--- src/rtl/jtag_pkg.sv ---
// Shared JTAG definitions: IEEE 1149.1 TAP state encodings, scan controller states,
// preamble length and the TAP next-state function.
package jtag_pkg;

  typedef enum logic [3:0] {
    TAP_TLR       = 4'd0,
    TAP_RTI       = 4'd1,
    TAP_SEL_DR    = 4'd2,
    TAP_CAP_DR    = 4'd3,
    TAP_SHIFT_DR  = 4'd4,
    TAP_EXIT1_DR  = 4'd5,
    TAP_PAUSE_DR  = 4'd6,
    TAP_EXIT2_DR  = 4'd7,
    TAP_UPDATE_DR = 4'd8,
    TAP_SEL_IR    = 4'd9,
    TAP_CAP_IR    = 4'd10,
    TAP_SHIFT_IR  = 4'd11,
    TAP_EXIT1_IR  = 4'd12,
    TAP_PAUSE_IR  = 4'd13,
    TAP_EXIT2_IR  = 4'd14,
    TAP_UPDATE_IR = 4'd15
  } tap_state_e;

  // Each scan state names the TAP state occupied while its TMS value is presented.
  typedef enum logic [3:0] {
    ST_PRE,
    ST_IDLE,
    ST_SEL_DR,
    ST_SEL_IR,
    ST_CAPTURE,
    ST_SHIFT,
    ST_EXIT1,
    ST_UPDATE,
    ST_RTI,
    ST_RESP
  } ctrl_state_e;

  localparam int unsigned PRE_LEN = 5;

  function automatic tap_state_e tap_next(input tap_state_e s, input logic tms);
    case (s)
      TAP_TLR:       return tms ? TAP_TLR       : TAP_RTI;
      TAP_RTI:       return tms ? TAP_SEL_DR    : TAP_RTI;
      TAP_SEL_DR:    return tms ? TAP_SEL_IR    : TAP_CAP_DR;
      TAP_CAP_DR:    return tms ? TAP_EXIT1_DR  : TAP_SHIFT_DR;
      TAP_SHIFT_DR:  return tms ? TAP_EXIT1_DR  : TAP_SHIFT_DR;
      TAP_EXIT1_DR:  return tms ? TAP_UPDATE_DR : TAP_PAUSE_DR;
      TAP_PAUSE_DR:  return tms ? TAP_EXIT2_DR  : TAP_PAUSE_DR;
      TAP_EXIT2_DR:  return tms ? TAP_UPDATE_DR : TAP_SHIFT_DR;
      TAP_UPDATE_DR: return tms ? TAP_SEL_DR    : TAP_RTI;
      TAP_SEL_IR:    return tms ? TAP_TLR       : TAP_CAP_IR;
      TAP_CAP_IR:    return tms ? TAP_EXIT1_IR  : TAP_SHIFT_IR;
      TAP_SHIFT_IR:  return tms ? TAP_EXIT1_IR  : TAP_SHIFT_IR;
      TAP_EXIT1_IR:  return tms ? TAP_UPDATE_IR : TAP_PAUSE_IR;
      TAP_PAUSE_IR:  return tms ? TAP_EXIT2_IR  : TAP_PAUSE_IR;
      TAP_EXIT2_IR:  return tms ? TAP_UPDATE_IR : TAP_SHIFT_IR;
      TAP_UPDATE_IR: return tms ? TAP_SEL_DR    : TAP_RTI;
      default:       return TAP_TLR;
    endcase
  endfunction

endpackage

--- src/rtl/jtag_tap_track.sv ---
// TAP state mirror: follows the TMS stream the TAP sees and reports its current state.
module jtag_tap_track
  import jtag_pkg::*;
(
  input  logic       clk,
  input  logic       rst,
  input  logic       tms,
  output logic [3:0] tap_state
);

  tap_state_e tap_q;
  tap_state_e tap_d;

  always_comb begin
    tap_d = tap_next(tap_q, tms);
  end

  always_ff @(posedge clk or posedge rst) begin
    if (rst) begin
      tap_q <= TAP_TLR;
    end else begin
      tap_q <= tap_d;
    end
  end

  assign tap_state = tap_q;

endmodule

--- src/rtl/jtag_scan_ctrl.sv ---
// JTAG scan controller: walks the TAP through IR/DR scans of up to DW bits from Run-Test/Idle.
// Define JTAG_TDO_CAPTURE_EN to capture TDO into rsp_data and return it via a response handshake.
module jtag_scan_ctrl
  import jtag_pkg::*;
#(
  parameter  int unsigned DW = 8,
  localparam int unsigned LW = $clog2(DW)
) (
  input  logic          TCK,
  input  logic          RST,
  input  logic          cmd_valid,
  output logic          cmd_ready,
  input  logic          cmd_ir,
  input  logic [LW-1:0] cmd_len,
  input  logic [DW-1:0] cmd_data,
  output logic          rsp_valid,
  input  logic          rsp_ready,
  output logic [DW-1:0] rsp_data,
  output logic          TMS,
  output logic          TDI,
  input  logic          TDO,
  output logic [3:0]    tap_state
);

  localparam int unsigned PCW = $clog2(PRE_LEN + 1);

  ctrl_state_e    state_q, state_d;
  logic [PCW-1:0] pre_cnt_q, pre_cnt_d;
  logic [LW-1:0]  bit_q, bit_d;
  logic           tms_q, tms_d;
  logic           tdi_q, tdi_d;
  logic           ir_q, ir_d;
  logic [LW-1:0]  len_q, len_d;
  logic [DW-1:0]  data_q, data_d;
`ifdef JTAG_TDO_CAPTURE_EN
  logic [DW-1:0]  rsp_q, rsp_d;
`endif

  always_comb begin
    state_d   = state_q;
    pre_cnt_d = pre_cnt_q;
    bit_d     = bit_q;
    ir_d      = ir_q;
    len_d     = len_q;
    data_d    = data_q;
`ifdef JTAG_TDO_CAPTURE_EN
    rsp_d     = rsp_q;
`endif

    case (state_q)
      ST_PRE: begin
        if (pre_cnt_q == PCW'(PRE_LEN)) begin
          state_d = ST_IDLE;
        end else begin
          pre_cnt_d = pre_cnt_q + 1'b1;
        end
      end
      ST_IDLE: begin
        if (cmd_valid) begin
          ir_d    = cmd_ir;
          len_d   = cmd_len;
          data_d  = cmd_data;
          state_d = ST_RTI;
`ifdef JTAG_TDO_CAPTURE_EN
          rsp_d   = '0;
`endif
        end
      end
      ST_RTI:     state_d = ST_SEL_DR;
      ST_SEL_DR:  state_d = ir_q ? ST_SEL_IR : ST_CAPTURE;
      ST_SEL_IR:  state_d = ST_CAPTURE;
      ST_CAPTURE: begin
        state_d = ST_SHIFT;
        bit_d   = '0;
      end
      ST_SHIFT: begin
`ifdef JTAG_TDO_CAPTURE_EN
        rsp_d[bit_q] = TDO;
`endif
        if (bit_q == len_q) begin
          state_d = ST_EXIT1;
        end else begin
          bit_d = bit_q + 1'b1;
        end
      end
      ST_EXIT1: state_d = ST_UPDATE;
`ifdef JTAG_TDO_CAPTURE_EN
      ST_UPDATE: state_d = ST_RESP;
      ST_RESP: begin
        if (rsp_ready) begin
          state_d = ST_IDLE;
        end
      end
`else
      ST_UPDATE: state_d = ST_IDLE;
`endif
      default: state_d = ST_PRE;
    endcase

    // TMS/TDI are registered, so they are derived from the state being entered.
    tms_d = 1'b0;
    tdi_d = 1'b0;
    case (state_d)
      ST_PRE:    tms_d = (pre_cnt_d < PCW'(PRE_LEN));
      ST_RTI:    tms_d = 1'b1;
      ST_SEL_DR: tms_d = ir_d;
      ST_SHIFT: begin
        tms_d = (bit_d == len_d);
        tdi_d = data_d[bit_d];
      end
      ST_EXIT1:  tms_d = 1'b1;
      default:   tms_d = 1'b0;
    endcase
  end

  always_ff @(posedge TCK or posedge RST) begin
    if (RST) begin
      state_q   <= ST_PRE;
      pre_cnt_q <= '0;
      bit_q     <= '0;
      tms_q     <= 1'b1;
      tdi_q     <= 1'b0;
    end else begin
      state_q   <= state_d;
      pre_cnt_q <= pre_cnt_d;
      bit_q     <= bit_d;
      tms_q     <= tms_d;
      tdi_q     <= tdi_d;
    end
  end

  // Command fields are only meaningful once accepted, so they carry no reset.
  always_ff @(posedge TCK) begin
    ir_q   <= ir_d;
    len_q  <= len_d;
    data_q <= data_d;
  end

`ifdef JTAG_TDO_CAPTURE_EN
  always_ff @(posedge TCK or posedge RST) begin
    if (RST) begin
      rsp_q <= '0;
    end else begin
      rsp_q <= rsp_d;
    end
  end

  assign rsp_valid = (state_q == ST_RESP);
  assign rsp_data  = rsp_q;
`else
  logic unused_inputs;
  assign unused_inputs = rsp_ready ^ TDO;
  assign rsp_valid     = 1'b0;
  assign rsp_data      = '0;
`endif

  assign cmd_ready = (state_q == ST_IDLE);
  assign TMS       = tms_q;
  assign TDI       = tdi_q;

  jtag_tap_track u_tap_track (
    .clk       (TCK),
    .rst       (RST),
    .tms       (tms_q),
    .tap_state (tap_state)
  );

endmodule

--- config.mk ---
export PLATFORM = sky130hd
export DESIGN_NAME = jtag_scan_ctrl
export DESIGN_NICKNAME = d
export VERILOG_FILES = /design/src/rtl/jtag_pkg.sv /design/src/rtl/jtag_tap_track.sv /design/src/rtl/jtag_scan_ctrl.sv
export SDC_FILE = /design/constraint.sdc
export NUM_CORES = 1
export LEC_CHECK = 0
export BUFFER_PORTS_ARGS = -buffer_cell sky130_fd_sc_hd__buf_2
export CORE_MARGIN = 3
export CORE_UTILIZATION = 33
export CTS_CLUSTER_SIZE = 8
export DETAILED_ROUTE_END_ITERATION = 6
export PLACE_DENSITY = 0.5
export SLEW_MARGIN = 30
export SYNTH_ARGS = -nofsm -noshare
export SYNTH_HDL_FRONTEND = slang
export SYNTH_SLANG_ARGS = --single-unit
--- constraint.sdc ---
create_clock -name TCK -period 3.8 [get_ports TCK]
set_input_delay 0.19 -clock TCK [delete_from_list [all_inputs] [get_ports TCK]]
set_output_delay 0.19 -clock TCK [all_outputs]
set_load 0.01 [all_outputs]
==> results.toml <==
[run_status]
status = "finished with violations"
violations = "negative hold slack"

[worst_setup_path]
arrival_ns = 2.73
cp_slowest_cell = "or4_4"
crit_path_cell_trace = "or3b_4 > or4_4 > o211ai_4 > nor2_2 > a2111oi_0 > o21ba_1 > a21oi_2"
r2r_slack_ns = 1.27
critical-path-top-delay-family = "simple AND/OR/NAND/NOR gates"
critical_path_class = "reg -> reg"
max_stage_delay_ns = 0.56
cp_num_buf_inv = 0
critPathLaunchType = "register"
endpoint_kind = "register"
crit_required_ns = 4.00
path_max_fanout = 11

[route]
drcViolationCount = 0
wl_per_cell_um = 13.32
ant_nets = 0
via_per_inst = 5.187
firstDrtPassIters = 4
routed_wl_um = 3130
dr_total_vias = 1219
initialDrtViolationCount = 78

[grt]
grt_overflow = 0
grt_usage_pct = 12.08
grt_pass1_vias = 1160
grt_max_degree = 17
grt_first_pass_wirelength_um = 5347
antenna_found_initial = 0

[sta]
setup_ws_ns = 1.271
relSlewSlack_pct = 55.42
tightest_slew_ns = 0.6688
skew_ns = 0.004041
fmax_ghz = 0.3954
hold_viol_final = 15
period_needed_ns = 2.529
finalCritPeriodShare_pct = 66.56
rsz0062_at_grt = "false"
fin_hold_ws_ns = -0.01749
final.setup.tns_ns = 0
slew_violations = 0
setup-violations-final = 0

[pwr]
p_leak_nw = 0.7783
p_total_mw = 1.686
power.density_mw_per_mm2 = 964.5
ir_worst_vdd_mv = 0.3251

[die]
die-area_mm2 = 0.005725
initial_utilization_pct = 35.56
num_io_pins = 33
die_x_um = 75.67
num_rows = 24
coreArea_mm2 = 0.004504
die_h_um = 75.67

[clocking]
clock_sinks = 28
clk_pin_slew_ns = 0.10
cts_setup_buffers = 0
cts_tree = "yes"
cts_resized = 0
clockBufferDepth = 2
cts_made_buffers = 3
clock_latency_ns = 0.27
hold_buffers = 0
root_buffer = "clkbuf_8"
htreeDepth = 1

[flow_run]
cap_violations = 0

[placement]
place_hpwl_um = 2378
gp_congestion = 0.7421
place_ws_ns = 1.269
portBuffers = 21

[cells_and_area]
nFillCells = 451
area.growth.synth_to_final_pct = 9.141
drive_gt1_share_pct = 22.40
nets = 204
n_antenna_cell = 0

[synth]
yosys.area.top_type = "dfrtp_1"
synth.distinct_cells = 51
ys_warn_count = 0
synthTopCellsByArea = "dfrtp_1, dfxtp_1, mux2_2"
syn_inst = 170
avgSynthCellArea_um2 = 9.421
synth_top_area_share_pct = 23.44
async_flop_share_pct = 57.14
synth-seq-cells = 28
ys.flop_type = "dfrtp_1"
yosysSeqAreaShare_pct = 40.08
synthesis.area_mm2 = 0.001602
synth_edf_count = 0

[worst_hold_path]
min_path_type = "in -> async"
==> cell type report <==
type	instances	area (µm²)	area share, %
Tap cell	52	65.06	3.722
Timing Repair Buffer	21	105.1	6.013
Multi-Input combinational cell	120	832.0	47.60
Clock buffer	4	66.31	3.794
Sequential cell	28	641.9	36.72
Inverter	10	37.54	2.147
==> stage by stage <==
step | instances | area (µm²) | utilization [%]
CTS | 235 | 1748 | 38.81
detailed placement | 231 | 1682 | 37.33
global route | 235 | 1748 | 38.81
global placement | 231 | 1682 | 37.33
floorplan | 178 | 1632 | -
finish | 235 | 1748 | 38.81
==> layer usage <==
layer / track usage, % / routed length, µm
met5: 0 / 0
met4: 2.330 / 12
met3: 2.770 / 116
met2: 19.27 / 1488
met1: 16.87 / 1512
==> cell usage in the layout, fill, tap and decap left out, types with 3 or more instances in the layout <==
cell | synthesis | final
a21oi_1 | 9 | 9
and3_1 | 3 | 3
buf_2 | 3 | 21
clkbuf_8 | 0 | 3
conb_1 | 1 | 9
dfrtp_1 | 15 | 15
dfxtp_1 | 12 | 12
ha_1 | 3 | 3
inv_1 | 10 | 10
mux2_2 | 10 | 10
mux2i_1 | 4 | 4
nand2_1 | 14 | 14
nand3_1 | 6 | 6
nor2_1 | 5 | 5
nor3_1 | 6 | 6
nor4_1 | 3 | 3
o21ai_0 | 5 | 5
xnor2_1 | 4 | 4
xor2_1 | 4 | 4
==> worst reg2reg max path, cell delays in order (launching register included) <==
cell and delay (ns):
dfrtp_1 0.50, or3b_4 0.46, or4_4 0.56, o211ai_4 0.17, nor2_2 0.05, a2111oi_0 0.39
o21ba_1 0.22, a21oi_2 0.12
==> synthesized netlist by cell type (2+ instances only) <==
cell type  count
xnor2_1        4
nand2_1       14
a211oi_1       2
o31ai_1        2
nand3_1        6
a311oi_1       2
mux2i_1        4
xor2_1         4
a21oi_1        9
or3_1          2
nor3_1         6
inv_1         10
and3_1         3
a31oi_1        2
nor4_1         3
buf_4          9
clkbuf_1       7
ha_1           3
nor2_1         5
o21ai_0        5
buf_2          3
mux2_2        10
dfxtp_1       12
nor2b_1        2
dfrtp_1       15
==> power by group <==
group | total (mW) | switching [mW] | internal, mW
sequential | 0.632 | 0.182 | 0.450
clock | 0.206 | 0.0913 | 0.115
combinational | 0.848 | 0.450 | 0.398
total | 1.69 | 0.723 | 0.963
==> registers in the layout, indices dropped and copies added, names as in the netlist <==
register               count
pre_cnt_q                  3
ir_q                       1
bit_q                      3
TMS                        1
TDI                        1
u_tap_track.tap_state      4
data_q                     8
state_q                    4
len_q                      3
==> logic make-up (layout without fill, tap and decap cells) <==
group / after synthesis / count (layout) / share of synthesized area (%)
other: 1 / 9 / 0.2342
muxes: 14 / 14 / 9.531
adders and majority gates: 3 / 3 / 2.344
xor gates and xnor gates: 8 / 8 / 4.375
and+or+nand+nor: 47 / 47 / 15.24
buffers and inverters: 30 / 35 / 9.844
DFF: 28 / 28 / 40.08
AOI/OAI and AO/OA: 39 / 39 / 18.36
==> final timing paths <==
path                              end  depth (start not counted)         from
setup / recovery                  TDI                          7   state_q[1]
hold / removal             state_q[3]                          2          RST
setup reg to reg                  TDI                          7   state_q[1]
hold reg to reg             data_q[1]                          2    data_q[1]
max in group asynchronous    bit_q[2]                          2          RST
min in group TCK            data_q[3]                          3  cmd_data[3]
(Power assumes the default switching activity.)
